`config.mk`:
```
export PLATFORM = sky130hd
export DESIGN_NAME = greensc_ctrl_flat
export DESIGN_NICKNAME = d
export VERILOG_FILES = /design/src/rtl/greensc_ctrl_if.sv /design/src/rtl/greensc_ctrl.sv /design/src/flat_wrapper.sv
export SDC_FILE = /design/constraint.sdc
export NUM_CORES = 1
export LEC_CHECK = 0
export ABC_AREA = 1
export CORE_UTILIZATION = 55
export CTS_CLUSTER_DIAMETER = 200
export DETAILED_ROUTE_END_ITERATION = 10
export GPL_ROUTABILITY_DRIVEN = 0
export PLACE_DENSITY = 0.78
export SYNTH_ARGS = -nofsm -noshare
export SYNTH_HDL_FRONTEND = slang
export SYNTH_SLANG_ARGS = --single-unit
```
`constraint.sdc`:
```
create_clock -name clk -period 2.95 [get_ports clk]
set_clock_uncertainty 0.2 [all_clocks]
set_input_delay 0.295 -clock clk [delete_from_list [all_inputs] [get_ports clk]]
set_output_delay 0.295 -clock clk [all_outputs]
set_load 0.005 [all_outputs]
```
`src/rtl/greensc_ctrl_if.sv`:
```
`default_nettype none
// +----------------------------------------------------------------------+
// | greensc_ctrl_if : pixel stream in, keyer configuration out           |
// | Rev 1.0                                                              |
// +----------------------------------------------------------------------+
interface greensc_ctrl_if;
    logic [12:0] row;
    logic [12:0] col;
    logic        pix_valid;
    logic [8:0]  hue_in;
    logic        en_sw;
    logic        cal_req;
    logic        gsc_en;
    logic [8:0]  key_lo;
    logic [8:0]  key_hi;
    logic [8:0]  bg_offset;
    logic        cal_busy;
    logic        cal_done;
    logic        cal_err;

    modport slave (
        input  row, col, pix_valid, hue_in, en_sw, cal_req,
        output gsc_en, key_lo, key_hi, bg_offset, cal_busy, cal_done, cal_err
    );

    modport master (
        output row, col, pix_valid, hue_in, en_sw, cal_req,
        input  gsc_en, key_lo, key_hi, bg_offset, cal_busy, cal_done, cal_err
    );
endinterface
`default_nettype wire

```
`src/rtl/greensc_ctrl.sv`:
```
`default_nettype none
// +----------------------------------------------------------------------+
// | greensc_ctrl : frame-aligned keyer enable, scroll and hue calibration |
// | Rev 1.0                                                              |
// +----------------------------------------------------------------------+
module greensc_ctrl #(
    parameter int CENTER_ROW  = 240,
    parameter int CENTER_COL  = 320,
    parameter int CAL_FRAMES  = 4,
    parameter int MARGIN      = 30,
    parameter int DEF_LO      = 90,
    parameter int DEF_HI      = 150,
    parameter int SCROLL_STEP = 1
) (
    input  logic          clk,
    input  logic          rst,
    greensc_ctrl_if.slave gsc_io
);
    localparam int         LOG2_N = $clog2(CAL_FRAMES);
    localparam int         ACC_W  = 9 + LOG2_N;
    localparam logic [4:0] C_NSAMP_MAX = 5'(CAL_FRAMES);
    localparam logic [5:0] C_WDOG_MAX  = 6'(2 * CAL_FRAMES);

    localparam logic [2:0] S_IDLE    = 3'd0;
    localparam logic [2:0] S_ARM     = 3'd1;
    localparam logic [2:0] S_SAMPLE  = 3'd2;
    localparam logic [2:0] S_COMPUTE = 3'd3;
    localparam logic [2:0] S_APPLY   = 3'd4;

    logic [2:0]       state_q, state_d;
    logic             en_meta_q, en_s_q;
    logic [ACC_W-1:0] acc_q, acc_d;
    logic [4:0]       nsamp_q, nsamp_d;
    logic [5:0]       wdog_q, wdog_d;
    logic [8:0]       new_lo_q, new_lo_d, new_hi_q, new_hi_d;
    logic             gsc_en_q, gsc_en_d;
    logic [8:0]       key_lo_q, key_lo_d, key_hi_q, key_hi_d;
    logic [8:0]       bg_q, bg_d;
    logic             busy_q, busy_d, done_q, done_d, err_q, err_d;

    logic             w_fs, w_cs, w_samp_done, w_wdog_trip;
    logic [8:0]       w_hue_clip, w_avg;
    logic [9:0]       w_bg_sum;
    logic [10:0]      w_avg_ext, w_avg_hi;

    assign w_fs = gsc_io.pix_valid && (gsc_io.row == 13'd0) && (gsc_io.col == 13'd0);
    assign w_cs = gsc_io.pix_valid && (gsc_io.row == 13'(CENTER_ROW))
                                   && (gsc_io.col == 13'(CENTER_COL));

    assign w_hue_clip = (gsc_io.hue_in > 9'd359) ? 9'd359 : gsc_io.hue_in;
    assign w_avg      = 9'(acc_q >> LOG2_N);
    assign w_avg_ext  = {2'b00, w_avg};
    assign w_avg_hi   = w_avg_ext + 11'(MARGIN);
    assign w_bg_sum   = {1'b0, bg_q} + 10'(SCROLL_STEP);

    // A completing sample takes priority over a watchdog expiry in the same cycle.
    assign w_samp_done = (state_q == S_SAMPLE) && w_cs && ((nsamp_q + 5'd1) == C_NSAMP_MAX);
    assign w_wdog_trip = (state_q == S_SAMPLE) && w_fs && !w_samp_done
                         && ((wdog_q + 6'd1) == C_WDOG_MAX);

    always_ff @(posedge clk or posedge rst) begin
        if (rst) begin
            state_q <= S_IDLE;
        end else begin
            state_q <= state_d;
        end
    end

    always_comb begin
        state_d = state_q;
        case (state_q)
            S_IDLE:    if (gsc_io.cal_req) state_d = S_ARM;
            S_ARM:     if (w_fs) state_d = S_SAMPLE;
            S_SAMPLE: begin
                if (w_samp_done)      state_d = S_COMPUTE;
                else if (w_wdog_trip) state_d = S_IDLE;
            end
            S_COMPUTE: state_d = S_APPLY;
            S_APPLY:   if (w_fs) state_d = S_IDLE;
            default:   state_d = S_IDLE;
        endcase
    end

    always_comb begin
        acc_d    = acc_q;
        nsamp_d  = nsamp_q;
        wdog_d   = wdog_q;
        new_lo_d = new_lo_q;
        new_hi_d = new_hi_q;
        gsc_en_d = gsc_en_q;
        key_lo_d = key_lo_q;
        key_hi_d = key_hi_q;
        bg_d     = bg_q;
        busy_d   = (state_d != S_IDLE);
        done_d   = 1'b0;
        err_d    = 1'b0;

        // Enable and scroll only move on frame boundaries so the keyer never sees a mid-frame change.
        if (w_fs) begin
            gsc_en_d = en_s_q && (state_q == S_IDLE);
            if (gsc_en_q) begin
                bg_d = (w_bg_sum >= 10'd360) ? 9'(w_bg_sum - 10'd360) : w_bg_sum[8:0];
            end
        end

        case (state_q)
            S_ARM: begin
                if (w_fs) begin
                    acc_d   = '0;
                    nsamp_d = '0;
                    wdog_d  = '0;
                end
            end
            S_SAMPLE: begin
                if (w_cs) begin
                    acc_d   = acc_q + ACC_W'(w_hue_clip);
                    nsamp_d = nsamp_q + 5'd1;
                end
                if (w_fs) wdog_d = wdog_q + 6'd1;
                err_d = w_wdog_trip;
            end
            S_COMPUTE: begin
                new_lo_d = (w_avg_ext < 11'(MARGIN)) ? 9'd0 : 9'(w_avg_ext - 11'(MARGIN));
                new_hi_d = (w_avg_hi > 11'd359) ? 9'd359 : w_avg_hi[8:0];
            end
            S_APPLY: begin
                if (w_fs) begin
                    key_lo_d = new_lo_q;
                    key_hi_d = new_hi_q;
                    done_d   = 1'b1;
                end
            end
            default: ;
        endcase
    end

    always_ff @(posedge clk or posedge rst) begin
        if (rst) begin
            en_meta_q <= 1'b0;
            en_s_q    <= 1'b0;
            acc_q     <= '0;
            nsamp_q   <= '0;
            wdog_q    <= '0;
            new_lo_q  <= 9'(DEF_LO);
            new_hi_q  <= 9'(DEF_HI);
            gsc_en_q  <= 1'b0;
            key_lo_q  <= 9'(DEF_LO);
            key_hi_q  <= 9'(DEF_HI);
            bg_q      <= '0;
            busy_q    <= 1'b0;
            done_q    <= 1'b0;
            err_q     <= 1'b0;
        end else begin
            en_meta_q <= gsc_io.en_sw;
            en_s_q    <= en_meta_q;
            acc_q     <= acc_d;
            nsamp_q   <= nsamp_d;
            wdog_q    <= wdog_d;
            new_lo_q  <= new_lo_d;
            new_hi_q  <= new_hi_d;
            gsc_en_q  <= gsc_en_d;
            key_lo_q  <= key_lo_d;
            key_hi_q  <= key_hi_d;
            bg_q      <= bg_d;
            busy_q    <= busy_d;
            done_q    <= done_d;
            err_q     <= err_d;
        end
    end

    assign gsc_io.gsc_en    = gsc_en_q;
    assign gsc_io.key_lo    = key_lo_q;
    assign gsc_io.key_hi    = key_hi_q;
    assign gsc_io.bg_offset = bg_q;
    assign gsc_io.cal_busy  = busy_q;
    assign gsc_io.cal_done  = done_q;
    assign gsc_io.cal_err   = err_q;
endmodule
`default_nettype wire
```
`src/flat_wrapper.sv`:
```
// flat-port wrapper written by rule: the top's interface ports become plain ports
module greensc_ctrl_flat 
#(
    parameter int CENTER_ROW  = 240,
    parameter int CENTER_COL  = 320,
    parameter int CAL_FRAMES  = 4,
    parameter int MARGIN      = 30,
    parameter int DEF_LO      = 90,
    parameter int DEF_HI      = 150,
    parameter int SCROLL_STEP = 1
)
  (clk, rst, gsc_io_row, gsc_io_col, gsc_io_pix_valid, gsc_io_hue_in, gsc_io_en_sw, gsc_io_cal_req, gsc_io_gsc_en, gsc_io_key_lo, gsc_io_key_hi, gsc_io_bg_offset, gsc_io_cal_busy, gsc_io_cal_done, gsc_io_cal_err);
  greensc_ctrl_if gsc_io_i ();
  input  logic clk;
  input  logic rst;
  input wire logic [$bits(gsc_io_i.row)-1:0] gsc_io_row;
  input wire logic [$bits(gsc_io_i.col)-1:0] gsc_io_col;
  input wire logic [$bits(gsc_io_i.pix_valid)-1:0] gsc_io_pix_valid;
  input wire logic [$bits(gsc_io_i.hue_in)-1:0] gsc_io_hue_in;
  input wire logic [$bits(gsc_io_i.en_sw)-1:0] gsc_io_en_sw;
  input wire logic [$bits(gsc_io_i.cal_req)-1:0] gsc_io_cal_req;
  output wire logic [$bits(gsc_io_i.gsc_en)-1:0] gsc_io_gsc_en;
  output wire logic [$bits(gsc_io_i.key_lo)-1:0] gsc_io_key_lo;
  output wire logic [$bits(gsc_io_i.key_hi)-1:0] gsc_io_key_hi;
  output wire logic [$bits(gsc_io_i.bg_offset)-1:0] gsc_io_bg_offset;
  output wire logic [$bits(gsc_io_i.cal_busy)-1:0] gsc_io_cal_busy;
  output wire logic [$bits(gsc_io_i.cal_done)-1:0] gsc_io_cal_done;
  output wire logic [$bits(gsc_io_i.cal_err)-1:0] gsc_io_cal_err;
  assign gsc_io_i.row = gsc_io_row;
  assign gsc_io_i.col = gsc_io_col;
  assign gsc_io_i.pix_valid = gsc_io_pix_valid;
  assign gsc_io_i.hue_in = gsc_io_hue_in;
  assign gsc_io_i.en_sw = gsc_io_en_sw;
  assign gsc_io_i.cal_req = gsc_io_cal_req;
  assign gsc_io_gsc_en = gsc_io_i.gsc_en;
  assign gsc_io_key_lo = gsc_io_i.key_lo;
  assign gsc_io_key_hi = gsc_io_i.key_hi;
  assign gsc_io_bg_offset = gsc_io_i.bg_offset;
  assign gsc_io_cal_busy = gsc_io_i.cal_busy;
  assign gsc_io_cal_done = gsc_io_i.cal_done;
  assign gsc_io_cal_err = gsc_io_i.cal_err;
  greensc_ctrl #(.CENTER_ROW(CENTER_ROW), .CENTER_COL(CENTER_COL), .CAL_FRAMES(CAL_FRAMES), .MARGIN(MARGIN), .DEF_LO(DEF_LO), .DEF_HI(DEF_HI), .SCROLL_STEP(SCROLL_STEP)) u_core (.clk(clk), .rst(rst), .gsc_io(gsc_io_i));
endmodule
```
==> key figures <==
Pwr
  – PD cells: 337 mW/mm2
  – Design Power: 1.95 mW
  – Leak: 2.73 nW
  – Worst vdd ir: 317 uV

Yosys
  – Seq cells post-synth: 76
  – Post-synth EDFFs: 0
  – Synth area leader: dfrtp_1
  – Count of cell types in the netlist: 42
  – Cell Area, Synth: 0.00481 mm2
  – Main flop type after synthesis: dfrtp_1
  – Synth Instances: 638
  – Cell with the most instances after synthesis: nand2_1
  – Top post-synthesis cells by count: 168 x nand2_1, 93 x inv_1, 60 x dfrtp_1, 58 x nand3_1, 46 x nor2_1
  – Synth warnings: 0
  – Synth Area per Inst: 7.54 um2
  – Area contributors post-synth: dfrtp_1 31%, nand2_1 13%, dfstp_2 8.7%
  – Synth async-reset ratio: 1.00
  – Sequential area share after synthesis: 0.400
  – Mapped Nets: 698
  – Synth top area share: 0.312

Cells and area
  – Layout cell share with drive strength beyond 1: 0.110
  – ANT cells: 0
  – Final cell count without fillers: 822
  – Area of the multi-input gates: 0.00245 mm2
  – Area growth syn-to-layout: 20.5%
  – Fill count: 727
  – Nets: 772
  – Post-route cell area: 0.00580 mm2
  – Sequential Area: 0.00192 mm2

Clock network
  – Clock sinks: 76
  – Clock Latency Late Sink: 0.36 ns
  – CTS tree: yes
  – H-tree depth: 3
  – CTS resizes: 0
  – CTS Buffer Depth: 2
  – Post-CTS Setup Inserts: 0
  – Root Buffer Master: clkbuf_8
  – Num CTS Buffers: 9
  – Clk pin slew, worst setup/hold paths: 0.09 ns
  – Post-CTS Hold Fix Bufs: 0

Route
  – Via density: 5.32
  – Via count: 4,372
  – ANT nets after route: 0
  – DRC viols: 0
  – WL/cell: 12.6 um
  – Drt pass-1 iters: 5
  – Initial drt markers: 176
  – Drt total wl: 10,400 um

Setup path
  – Crit path max fanout: 6
  – Crit. End Element: flip-flop
  – Crit. Startpoint: gsc_io_hue_in[3]
  – Startpoint Class: primary input
  – CP Class: primary input to flip-flop
  – Critical Path RT: 2.98 ns
  – Arr. time, crit path: 2.64 ns
  – Reg-to-reg critical path startpoint: u_core.gsc_io.bg_offset[0]

Timing
  – Final Hold Fails: 0
  – Fin crit share: 0.886
  – Fmax achieved: 0.383 GHz
  – Max transition margin: 0.564
  – Slew Limit Fails: 0
  – Final setup violation count: 0
  – Setup TNS: 0 ns
  – Slew of the pin with the lowest slew margin: 0.654 ns
  – RSZ-0062 raised after global routing: false
  – Period minus WS final: 2.61 ns

Die
  – Die Area: 0.00912 mm2
  – DIE WIDTH: 95.5 um
  – I/O pin cnt: 71
  – Height of the die: 95.5 um
  – Initial core utilization: 0.577
  – # rows: 33
  – Core Region: 0.00834 mm2

GRT
  – Global route overflow: 0
  – Global-route wire length before repair: 18,100 um
  – Vias in the first global route: 4,088
  – Antenna violations before repair: 0
  – GRT Resource Usage Total: 0.254
  – Largest net degree at the start of global routing: 36

Placement
  – Placed Area: 0.00562 mm2
  – Final HPWL DP: 8030 um
  – Dpl cells: 806
  – I/O Buffers: 70

Run status
  – Status: finished clean

Worst hold path
  – Worst hold path type: primary input to asynchronous set/reset pin

Run
  – Max-cap violations: 0
[cell type report]
type	instances	share of cell area
multi-input cells	454	0.423
flip-flops and latches	76	0.332
repair buffers	75	0.130
inverters	96	0.0622
well taps	105	0.0227
clock buffers	9	0.0214
clock inverters	7	0.00950
[metal layers]
layer | wire length [um] | track usage | vias to the layer above | share of wire
li1 | - | - | 2190 | -
met1 | 4640 | 0.316 | 2042 | 0.45
met2 | 5100 | 0.436 | 119 | 0.49
met3 | 469 | 0.0606 | 21 | 0.045
met4 | 153 | 0.0771 | 0 | 0.015
met5 | 0 | 0 | - | 0
[final timing paths]
kind	endpoint	slack [ns]	cells after the start
hold / removal	u_core.new_hi_q[3]	0.15	2
setup / recovery	u_core.acc_q[9]	0.34	13
setup reg to reg	u_core.gsc_io.bg_offset[6]	0.78	13
max in group asynchronous	u_core.new_lo_q[6]	1.71	3
min in group clk	u_core.en_s_q	0.15	0
hold reg to reg	u_core.en_s_q	0.15	0
[stage by stage]
step	hold WS, ns	setup slack (ns)	utilization
after global routing	0.168	0.164	0.695
after detailed placement	0.148	0.00459	0.673
after floorplan	0.126	0.543	-
after CTS	0.156	0.376	0.695
final	0.151	0.338	0.695
after global placement	0.136	0.109	0.673
[where the power goes]
group          switching (mW)  leakage [nW]  internal (mW)
Sequential            0.00733         0.973           1.05
Clock                   0.411        0.0870          0.315
Combinational          0.0858          1.67         0.0837
[cell usage in the layout, fill, tap and decap left out, types with 6 or more instances in the layout]
cell | netlist | layout
nand2_1 | 168 | 168
inv_1 | 93 | 92
clkdlybuf4s50_1 | 0 | 70
dfrtp_1 | 60 | 60
nand3_1 | 58 | 58
nor2_1 | 46 | 46
o21ai_0 | 39 | 39
ha_1 | 19 | 19
nand4_1 | 18 | 18
dfstp_2 | 16 | 16
xor2_1 | 15 | 15
nor3_1 | 10 | 10
o22ai_1 | 10 | 10
a21oi_1 | 10 | 10
clkbuf_8 | 0 | 9
xnor2_1 | 8 | 8
nand2_2 | 8 | 8
nor2_2 | 6 | 6
or2_2 | 6 | 6
o21ai_2 | 6 | 6
[cell families after synthesis]
group           count (synthesis)  share of synthesized area
flops                          76                      0.400
compound gates                 76                     0.0924
buf+inv                       108                     0.0905
simple gates                  334                      0.320
xor+xnor                       23                     0.0419
fa+ha+maj                      20                     0.0536
mux                             1                    0.00208
[worst max-delay path, stage by stage]
cell and delay (ns):
clkdlybuf4s50_1 0.49, o211ai_1 0.11, a21boi_1 0.32, buf_4 0.19
nor2_1 0.04, ha_1 0.35, nand2_1 0.11, o21ai_0 0.32
nand2_1 0.12, nand3_1 0.10, nand2_1 0.05, nand3_1 0.06
o21ai_0 0.07
[registers in the layout, summed over array words and instances (netlist names)]
| name | flops |
|---|---|
| u_core.acc_q | 11 |
| u_core.en_meta_q | 1 |
| u_core.en_s_q | 1 |
| u_core.gsc_io.bg_offset | 9 |
| u_core.gsc_io.cal_busy | 1 |
| u_core.gsc_io.cal_done | 1 |
| u_core.gsc_io.cal_err | 1 |
| u_core.gsc_io.gsc_en | 1 |
| u_core.gsc_io.key_hi | 9 |
| u_core.gsc_io.key_lo | 9 |
| u_core.new_hi_q | 9 |
| u_core.new_lo_q | 9 |
| u_core.nsamp_q | 5 |
| u_core.state_q | 3 |
| u_core.wdog_q | 6 |
Note: power is estimated with default switching activity, not from simulation.
